--- config.mk ---
export PLATFORM = sky130hd
export DESIGN_NAME = udp_reply_tx_flat
export DESIGN_NICKNAME = d
export VERILOG_FILES = /design/src/rtl/udp_reply_tx_if.sv /design/src/rtl/udp_reply_tx.sv /design/src/flat_wrapper.sv
export SDC_FILE = /design/constraint.sdc
export NUM_CORES = 2
export LEC_CHECK = 0
export BUFFER_PORTS_ARGS = -buffer_cell sky130_fd_sc_hd__buf_2
export CAP_MARGIN = 20
export CORE_ASPECT_RATIO = 0.8
export CORE_UTILIZATION = 58
export DETAILED_ROUTE_END_ITERATION = 7
export PLACE_DENSITY_LB_ADDON = 0.25
export SYNTH_ARGS = -nofsm -noshare
export SYNTH_HDL_FRONTEND = slang
export SYNTH_SLANG_ARGS = --single-unit
--- constraint.sdc ---
create_clock -name clk125 -period 16.2 [get_ports clk125]
set_input_delay 0.81 -clock clk125 [delete_from_list [all_inputs] [get_ports clk125]]
set_output_delay 0.81 -clock clk125 [all_outputs]
set_load 0.05 [all_outputs]
--- src/rtl/udp_reply_tx_if.sv ---
// Byte stream towards the MAC plus the 32-bit word source feeding it.
// The frame builder is the master; MAC and word source sit on the slave side.
interface udp_reply_tx_if;
  logic [7:0]  tdata;
  logic        tvalid;
  logic        tready;
  logic        tlast;
  logic [31:0] txd;
  logic        txvld;
  logic        txend;
  logic        txready;

  modport master (
    output tdata, tvalid, tlast, txready,
    input  tready, txd, txvld, txend
  );

  modport slave (
    input  tdata, tvalid, tlast, txready,
    output tready, txd, txvld, txend
  );
endinterface

--- src/rtl/udp_reply_tx.sv ---
// Ethernet/IPv4/UDP reply frame builder: header, echoed command words,
// streamed data words and zero padding, sent as a byte stream.
module udp_reply_tx #(
  parameter int         MAX_WORDS = 360,
  parameter int         NW_W      = 9,
  parameter logic [7:0] TTL       = 8'h40
) (
  input  logic            clk125,
  input  logic            reset_n,
  input  logic [47:0]     MAC,
  input  logic [31:0]     IP,
  input  logic            start,
  input  logic [47:0]     dst_mac,
  input  logic [31:0]     dst_ip,
  input  logic [15:0]     src_port,
  input  logic [15:0]     dst_port,
  input  logic [31:0]     hdr_cmd,
  input  logic [31:0]     hdr_adr,
  input  logic [31:0]     hdr_val,
  input  logic [NW_W-1:0] nwords,
  output logic            busy,
  output logic            err,
  udp_reply_tx_if.master  bus
);

  localparam logic [NW_W-1:0] MAXW   = NW_W'(MAX_WORDS);
  localparam logic [NW_W-1:0] NW_ONE = NW_W'(1);

  typedef enum logic [2:0] {
    IDLE, CSUM, HDR, DATA, PAD, DONE
  } state_t;

  state_t          state;
  logic [47:0]     dmac;
  logic [31:0]     dip;
  logic [15:0]     sport;
  logic [15:0]     dport;
  logic [31:0]     cmd;
  logic [31:0]     adr;
  logic [31:0]     val;
  logic [NW_W-1:0] n;
  logic [NW_W-1:0] words_left;
  logic [15:0]     ip_id;
  logic [19:0]     sum;
  logic [3:0]      cnt;
  logic [10:0]     idx;
  logic [431:0]    hsr;
  logic [31:0]     wbuf;
  logic [2:0]      bcnt;
  logic            zfill;

  logic [15:0]  ip_len;
  logic [15:0]  udp_len;
  logic [10:0]  data_end;
  logic [10:0]  last_idx;
  logic [15:0]  hw;
  logic [19:0]  sum_nxt;
  logic [16:0]  fold1;
  logic [15:0]  fold2;
  logic [15:0]  csum;
  logic [431:0] hdr_vec;
  logic         load;

  assign ip_len   = 16'd40 + 16'({n, 2'b00});
  assign udp_len  = 16'd20 + 16'({n, 2'b00});
  assign data_end = 11'd53 + 11'({n, 2'b00});
  assign last_idx = (data_end < 11'd59) ? 11'd59 : data_end;

  always_comb begin
    hw = 16'h0000;
    case (cnt)
      4'd0:    hw = 16'h4500;
      4'd1:    hw = ip_len;
      4'd2:    hw = ip_id;
      4'd3:    hw = 16'h4000;
      4'd4:    hw = {TTL, 8'h11};
      4'd6:    hw = IP[31:16];
      4'd7:    hw = IP[15:0];
      4'd8:    hw = dip[31:16];
      4'd9:    hw = dip[15:0];
      default: hw = 16'h0000;
    endcase
  end

  assign sum_nxt = sum + {4'd0, hw};
  assign fold1   = {1'b0, sum_nxt[15:0]} + {13'd0, sum_nxt[19:16]};
  assign fold2   = fold1[15:0] + {15'd0, fold1[16]};
  assign csum    = ~fold2;

  // Whole 54-byte header, shifted out MSB first during HDR
  assign hdr_vec = {
    dmac, MAC, 16'h0800,
    16'h4500, ip_len, ip_id, 16'h4000, TTL, 8'h11, csum, IP, dip,
    sport, dport, udp_len, 16'h0000,
    cmd, adr, val
  };

  assign load = !bus.tvalid || bus.tready;

  assign bus.txready = (state == DATA) && (bcnt == 3'd0) &&
                       (words_left != '0) && !zfill;

  always_ff @(posedge clk125 or negedge reset_n) begin
    if (!reset_n) begin
      state      <= IDLE;
      busy       <= 1'b0;
      err        <= 1'b0;
      bus.tdata  <= 8'h00;
      bus.tvalid <= 1'b0;
      bus.tlast  <= 1'b0;
      dmac       <= '0;
      dip        <= '0;
      sport      <= '0;
      dport      <= '0;
      cmd        <= '0;
      adr        <= '0;
      val        <= '0;
      n          <= '0;
      words_left <= '0;
      ip_id      <= '0;
      sum        <= '0;
      cnt        <= '0;
      idx        <= '0;
      hsr        <= '0;
      wbuf       <= '0;
      bcnt       <= '0;
      zfill      <= 1'b0;
    end else begin
      err <= 1'b0;
      case (state)
        IDLE: begin
          if (start) begin
            dmac  <= dst_mac;
            dip   <= dst_ip;
            sport <= src_port;
            dport <= dst_port;
            cmd   <= hdr_cmd;
            adr   <= hdr_adr;
            val   <= hdr_val;
            n     <= (nwords > MAXW) ? MAXW : nwords;
            err   <= (nwords > MAXW);
            busy  <= 1'b1;
            sum   <= '0;
            cnt   <= '0;
            state <= CSUM;
          end
        end
        CSUM: begin
          sum <= sum_nxt;
          cnt <= cnt + 4'd1;
          if (cnt == 4'd9) begin
            hsr   <= hdr_vec;
            idx   <= '0;
            state <= HDR;
          end
        end
        HDR: begin
          if (load) begin
            bus.tdata  <= hsr[431:424];
            bus.tvalid <= 1'b1;
            hsr        <= {hsr[423:0], 8'h00};
            idx        <= idx + 11'd1;
            if (idx == 11'd53) begin
              words_left <= n;
              bcnt       <= '0;
              zfill      <= 1'b0;
              state      <= (n != '0) ? DATA : PAD;
            end
          end
        end
        DATA: begin
          if (bcnt == 3'd0) begin
            if (load)
              bus.tvalid <= 1'b0;
            if (bus.txvld && bus.txready) begin
              wbuf       <= bus.txd;
              bcnt       <= 3'd4;
              words_left <= words_left - NW_ONE;
              // Early end: the rest of the frame is all zeros anyway
              if (bus.txend && words_left > NW_ONE) begin
                err   <= 1'b1;
                zfill <= 1'b1;
              end
            end
          end else if (load) begin
            bus.tdata  <= wbuf[31:24];
            bus.tvalid <= 1'b1;
            wbuf       <= {wbuf[23:0], 8'h00};
            bcnt       <= bcnt - 3'd1;
            idx        <= idx + 11'd1;
            if (idx == last_idx) begin
              bus.tlast <= 1'b1;
              state     <= DONE;
            end else if (bcnt == 3'd1 &&
                         (words_left == '0 || zfill)) begin
              state <= PAD;
            end
          end
        end
        PAD: begin
          if (load) begin
            bus.tdata  <= 8'h00;
            bus.tvalid <= 1'b1;
            idx        <= idx + 11'd1;
            if (idx == last_idx) begin
              bus.tlast <= 1'b1;
              state     <= DONE;
            end
          end
        end
        DONE: begin
          if (bus.tready) begin
            bus.tdata  <= 8'h00;
            bus.tvalid <= 1'b0;
            bus.tlast  <= 1'b0;
            busy       <= 1'b0;
            ip_id      <= ip_id + 16'd1;
            state      <= IDLE;
          end
        end
        default: state <= IDLE;
      endcase
    end
  end

endmodule

--- src/flat_wrapper.sv ---
// flat-port wrapper written by rule: the top's interface ports become plain ports
module udp_reply_tx_flat 
#(
  parameter int         MAX_WORDS = 360,
  parameter int         NW_W      = 9,
  parameter logic [7:0] TTL       = 8'h40
)
  (clk125, reset_n, MAC, IP, start, dst_mac, dst_ip, src_port, dst_port, hdr_cmd, hdr_adr, hdr_val, nwords, busy, err, bus_tdata, bus_tvalid, bus_tlast, bus_txready, bus_tready, bus_txd, bus_txvld, bus_txend);
  udp_reply_tx_if bus_i ();
  input  logic clk125;
  input  logic reset_n;
  input  logic [47:0] MAC;
  input  logic [31:0] IP;
  input  logic start;
  input  logic [47:0] dst_mac;
  input  logic [31:0] dst_ip;
  input  logic [15:0] src_port;
  input  logic [15:0] dst_port;
  input  logic [31:0] hdr_cmd;
  input  logic [31:0] hdr_adr;
  input  logic [31:0] hdr_val;
  input  logic [NW_W-1:0] nwords;
  output logic busy;
  output logic err;
  output wire logic [$bits(bus_i.tdata)-1:0] bus_tdata;
  output wire logic [$bits(bus_i.tvalid)-1:0] bus_tvalid;
  output wire logic [$bits(bus_i.tlast)-1:0] bus_tlast;
  output wire logic [$bits(bus_i.txready)-1:0] bus_txready;
  input wire logic [$bits(bus_i.tready)-1:0] bus_tready;
  input wire logic [$bits(bus_i.txd)-1:0] bus_txd;
  input wire logic [$bits(bus_i.txvld)-1:0] bus_txvld;
  input wire logic [$bits(bus_i.txend)-1:0] bus_txend;
  assign bus_tdata = bus_i.tdata;
  assign bus_tvalid = bus_i.tvalid;
  assign bus_tlast = bus_i.tlast;
  assign bus_txready = bus_i.txready;
  assign bus_i.tready = bus_tready;
  assign bus_i.txd = bus_txd;
  assign bus_i.txvld = bus_txvld;
  assign bus_i.txend = bus_txend;
  udp_reply_tx #(.MAX_WORDS(MAX_WORDS), .NW_W(NW_W), .TTL(TTL)) u_core (.clk125(clk125), .reset_n(reset_n), .MAC(MAC), .IP(IP), .start(start), .dst_mac(dst_mac), .dst_ip(dst_ip), .src_port(src_port), .dst_port(dst_port), .hdr_cmd(hdr_cmd), .hdr_adr(hdr_adr), .hdr_val(hdr_val), .nwords(nwords), .busy(busy), .err(err), .bus(bus_i));
endmodule
Yosys cells after proc, flatten, opt, wreduce, memory -nomap -nowiden. Cells that the tools add are included.

Flip-flop bits (word level): 760. Word-level logic and storage cells: 180. Output and inout port bits: 13. Input port bits: 335.

$lt $le $gt $ge: 3. Reduce and logical (&&, ||, !) cells: 40. Add/subtract/negate cells: 11. Multiplexer cells: 69. Bitwise gates (word level): 1. Eq/ne operators: 33.

Operators with widths (number): $mux 432 (2); $pmux 432 s2 (1); $pmux 16 s9 (1); $mux 32 (3); $mux 3 (17); $mux 9 (5); $mux 11 (4); $mux 8 (5); $pmux 20 s2 (1); $pmux 11 s3 (1); $pmux 8 s4 (1); $add 20x16->20 (1); $mux 20 (1); $pmux 3 s6 (1); $pmux 9 s2 (1); $reduce_and 3->1 (6); $reduce_bool 9->1 (2); $add 16x4->17 (1); $mux 1 (17); $add 16x1->16 (1); $add 16x1->16 const B (1); $not 16->16 (1); $ne 2x2->1 const B (7); $add 5x11->12 const A (1); other kinds (40) (75).

Depth between registers and ports, before layout.
Depth in word-level cells: 8. Mapped depth: 33. Mapped depth without buffers: 32.

Worst setup path before layout. OpenSTA, ideal clock, no wires.

Path type: flip-flop to flip-flop. Start point: reg u_core.cnt[0]. End point: reg u_core.hsr[238]. Stages on the path, launching flop included: 33. Clock period less this slack: 6.758 ns. Buffers on the path: 2. Slack: 9.442 ns. Setup time: 0.126 ns. Data required time: 16.074 ns. Arrival: 6.633 ns. Path through: dfrtp_1 -> inv_1 -> ha_1 -> and3b_1 -> clkbuf_1 -> clkbuf_1 -> a221oi_1 -> nand2_1 -> ha_1 -> fa_1 -> a21o_1 -> and4_1 -> o31ai_4 -> o31ai_1 -> a21o_1 -> a21o_1 -> nand3_1 -> xnor2_1 -> ha_1 -> a21o_1 -> a21oi_1 -> or3_1 -> nor4_1 -> nand2_1 -> nor3_1 -> ha_1 -> ha_1 -> nand2_1 -> nor3_1 -> nand4_1 -> a2111oi_4 -> xnor2_1 -> a221o_1.

Word-level cells in the longest chain between the ends: 8. Elaborated cells between the ends (all ways): 18. Those cells by class: add/sub (3); eq/ne (9); mux (3); bitwise (1); reduce/logical (2).

Ends and longest elaborated chain: start, declared (RTL line udp_reply_tx.sv:45) `logic [3:0] cnt;`; start signal, assigned (RTL line udp_reply_tx.sv:150) `cnt <= cnt + 4'd1;`; $eq 4x4->1, or another cell as far along (RTL line udp_reply_tx.sv:71, udp_reply_tx.sv:151); $pmux 16 s9 (RTL line udp_reply_tx.sv:71) `case (cnt)`; $add 20x16->20 (RTL line udp_reply_tx.sv:85) `assign sum_nxt = sum + {4'd0, hw};`; $add 16x4->17 (RTL line udp_reply_tx.sv:86) `assign fold1 = {1'b0, sum_nxt[15:0]} + {13'd0, sum_nxt[19:16]};`; $add 16x1->16 (RTL line udp_reply_tx.sv:87) `assign fold2 = fold1[15:0] + {15'd0, fold1[16]};`; $not 16->16 (RTL line udp_reply_tx.sv:88) `assign csum = ~fold2;`; $mux 432 (RTL line udp_reply_tx.sv:151) `if (cnt == 4'd9) begin`; $pmux 432 s2 (RTL line udp_reply_tx.sv:130) `case (state)`; end signal, assigned (RTL line udp_reply_tx.sv:152) `hsr <= hdr_vec;`; end signal, assigned (RTL line udp_reply_tx.sv:161) `hsr <= {hsr[423:0], 8'h00};`; end, declared (RTL line udp_reply_tx.sv:47) `logic [431:0] hsr;`.

Parallel ways exist; a longest one is shown, timed or not. The select of a mux whose other input is x is not followed. A chain may end at the register's enable or synchronous reset.

Worst setup path in the final report.
Start point: reg u_core.cnt[1]. End point: reg u_core.hsr[238].

The elaborated chain is that of the path after synthesis.

==> qor.csv <==
stage,metric,value,unit
routing,routed vias,29000,
placement,Port Buf Inserts,347,
worst_setup_path,crit path kind,reg2reg,
yosys,Post-synth EDFFs,0,
finish,Post-Layout Cell Count,4929,
floorplanning,core area,58500,µm²
power,Seq pwr share,43.3,%
finish,Fill cells,4764,
worst_setup_path,R2R Setup Slk,8.23,ns
yosys,"Seq/Total Area, Yosys",55.1,%
cts,post-CTS setup buffer count,0,
yosys,"Distinct cells, synth",79,
yosys,post-synthesis async set-or-reset flop share,100,%
sta,RSZ-0062 raised after global routing,false,
sta,fmax,125,MHz
routing,router iterations before antenna repair,8,
cts,cts-stage hold buffer count,0,
cts,Sinks on Clock Net,760,
grt,antenna violations before repair,12,
routing,vias per cell,5.88,
worst_setup_path,CP dominant cell by count,ha_1,
routing,WL final,99100,µm
worst_setup_path,WP data arrival,8.47,ns
yosys,ys flop type,dfrtp_1,
power,P_int,4.60,mW
worst_setup_path,CP bufs+invs,1,
run_status,run status,finished with violations,
worst_setup_path,"slowest stage delay, CP",0.48,ns
worst_setup_path,Worst Path Required,16.70,ns
placement,gpl congestion,0.970,
cts,H-tree levels,3,
sta,setup ws final,8.23,ns
yosys,syn avg cell area,8.82,µm²
sta,Worst slew margin,25.0,%
sta,Final Critical Period,7.97,ns
worst_setup_path,slowest CP cell,and3b_1,
sta,worst slew pin tran,1.12,ns
power,Leak,18.4,nW
sta,Fin Clk Skew,0.0182,ns
grt,global-route wire length before repair,153000,µm
cts,clock-pin slew on the worst setup and hold paths,0.06,ns
placement,Placed Cells,4784,
cts,Clock Path Buffers,3,
routing,DR WL/cell,20.1,µm
power,Clock power frac,24.4,%
sta,Final period util,49.2,%
sta,Setup Viol. Count Final,0,
placement,worst setup slack after placement,8.41,ns
sta,Fin. Hold Viols,0,
cts,CTS tree,done,
sta,Max Slew Vio Count,0,
routing,"antenna viol nets, final",0,
yosys,synthesized flop and latch total,760,
power,PD cells,191,nW/µm²
finish,synth-to-layout area growth,13.3,%
run,# Max-Cap Violations,0,
floorplanning,FP Rows,79,
worst_setup_path,CP max FO,18,
power,Design Power,7.48,mW
yosys,syn nets,4290,
cts,CTS buffer count,74,
power,switching share of power,38.4,%
finish,nets@finish,4467,
cts,Worst-Skew Late Latency,0.62,ns
yosys,Cells after Synth,3915,
power,Comb pwr share,32.4,%
routing,DRC Markers,28,
sta,setup TNS,0,ns
grt,vias in the first global route,26800,
floorplanning,total die area,60500,µm²
floorplanning,Die Height,220,µm
yosys,cell area after synthesis,34500,µm²
yosys,Synth warnings,0,
routing,Initial DRC Count,3272,
placement,post-DP HPWL,66500,µm
floorplanning,Starting Density,59.0,%
finish,layout cell share with drive strength beyond 1,12.7,%
cts,clock root cell,clkbuf_16,
grt,total global routing overflow,0,
hold_path,worst hold path class,in2async,
grt,largest net degree at the start of global routing,214,
power,P_sw,2.87,mW
power,worst vdd ir,94.8,µV
finish,Final Core Density,66.9,%
floorplanning,Die X,275,µm
grt,gr usage total,32.8,%
finish,most frequent cells in the layout,"1373 x nand2_1, 760 x dfrtp_1, 398 x nor2_1",
cts,number of gates resized after CTS,0,
floorplanning,io pins,348,
run_status,failing checks,DRC,
worst_setup_path,CP startpoint kind,flop,
worst_setup_path,crit end category,flop,
worst_setup_path,Crit path max-delay family,compound AO/OA/AOI/OAI gates,
finish,"commonest non-fill, non-tap cell in the layout",nand2_1,
## cell usage after synthesis (4+ instances only)
cell,number,area [µm²]
dfrtp_1,760,19000
buf_1,19,71.3
nor2_1,402,1510
xor2_1,31,272
o2111ai_1,4,35.0
a21o_1,10,75.1
a22o_1,113,990
and2_1,9,56.3
or3_1,11,68.8
nor2b_1,8,50.1
a22oi_1,26,195
o211ai_1,10,75.1
o22a_1,9,78.8
nor3_1,19,95.1
a31oi_1,311,1950
mux2i_1,26,260
o21ai_0,134,671
o31ai_1,7,52.6
clkbuf_1,253,950
nor4_1,8,50.1
ha_1,38,475
a211o_1,4,35.0
nand4_1,14,87.6
nand2b_1,4,25.0
and3b_1,4,35.0
a21oi_1,78,390
nor3b_1,12,90.1
and3_1,16,100
xnor2_1,40,350
a211oi_1,5,37.5
inv_1,24,90.1
nand3_1,42,210
a222oi_1,10,100
and4_1,4,35.0
nand2_1,1374,5160
## cells by family (layout without fill, tap and decap cells)
kind of cell | Yosys count | in the layout | synth area share, %
buffers and inverters | 300 | 538 | 3.28
AO/OA/AOI/OAI | 767 | 767 | 15.0
multiplexers | 27 | 27 | 0.786
adder cells (fa/ha/maj) | 40 | 40 | 1.49
AND/OR/NAND/NOR | 1948 | 1948 | 22.4
XOR/XNOR | 73 | 73 | 1.95
other | 0 | 7 | 0
flip-flops | 760 | 760 | 55.1
## per-layer routing
layer  up-vias  track usage [%]  wire length [µm]
met5         -                0                67
met4        10             10.9              3240
met3       177             5.58              6810
met2      1076             49.0             44400
met1     14100             48.8             44500
li1      13600                -                 -
## per-stage QoR
step | hold slack (ns) | cell area [µm²]
global route | 0.346 | 39100
global placement | 0.457 | 36500
finish | 0.262 | 39100
CTS | 0.314 | 39100
floorplan | 0.445 | 34500
detailed placement | 0.462 | 36500
## state kept, by name, summed over array words and instances (netlist names), 20 cells and up
name / flops
u_core.hsr: 432
u_core.dmac: 48
u_core.adr: 32
u_core.cmd: 32
u_core.dip: 32
u_core.val: 32
u_core.wbuf: 32
u_core.sum: 20
## power groups by stage
stage / registers (mW) / logic (mW) / clock network [mW]
finish: 3.23 / 2.42 / 1.82
global route: 3.31 / 2.71 / 1.92
CTS: 3.21 / 2.41 / 1.84
detailed placement: 3.23 / 2.39 / 0
global placement: 3.21 / 2.35 / 0
floorplan: 3.04 / 1.77 / 0
## final timing paths
path	startpoint	end	depth (start not counted)
worst min-delay path	reset_n	u_core.hsr[201]	1
worst min register to register	u_core.sport[1]	u_core.sport[1]	2
worst max register to register	u_core.cnt[1]	u_core.hsr[238]	28
worst max-delay path	u_core.cnt[1]	u_core.hsr[238]	28
max in group asynchronous	reset_n	u_core.hsr[97]	5
min in group clk125	hdr_val[11]	u_core.val[11]	3
## area by class of cell
cell class	instances	area, µm²	share of cell area (%)
well taps	769	962	2.46
repair buffers	377	2040	5.22
multi-input cells	2855	14400	36.9
flip-flops and latches	760	19000	48.6
inverters	24	90.1	0.230
diodes	7	17.5	0.0448
clock inverters	32	427	1.09
clock buffers	105	2140	5.47
(Power assumes the default switching activity.)
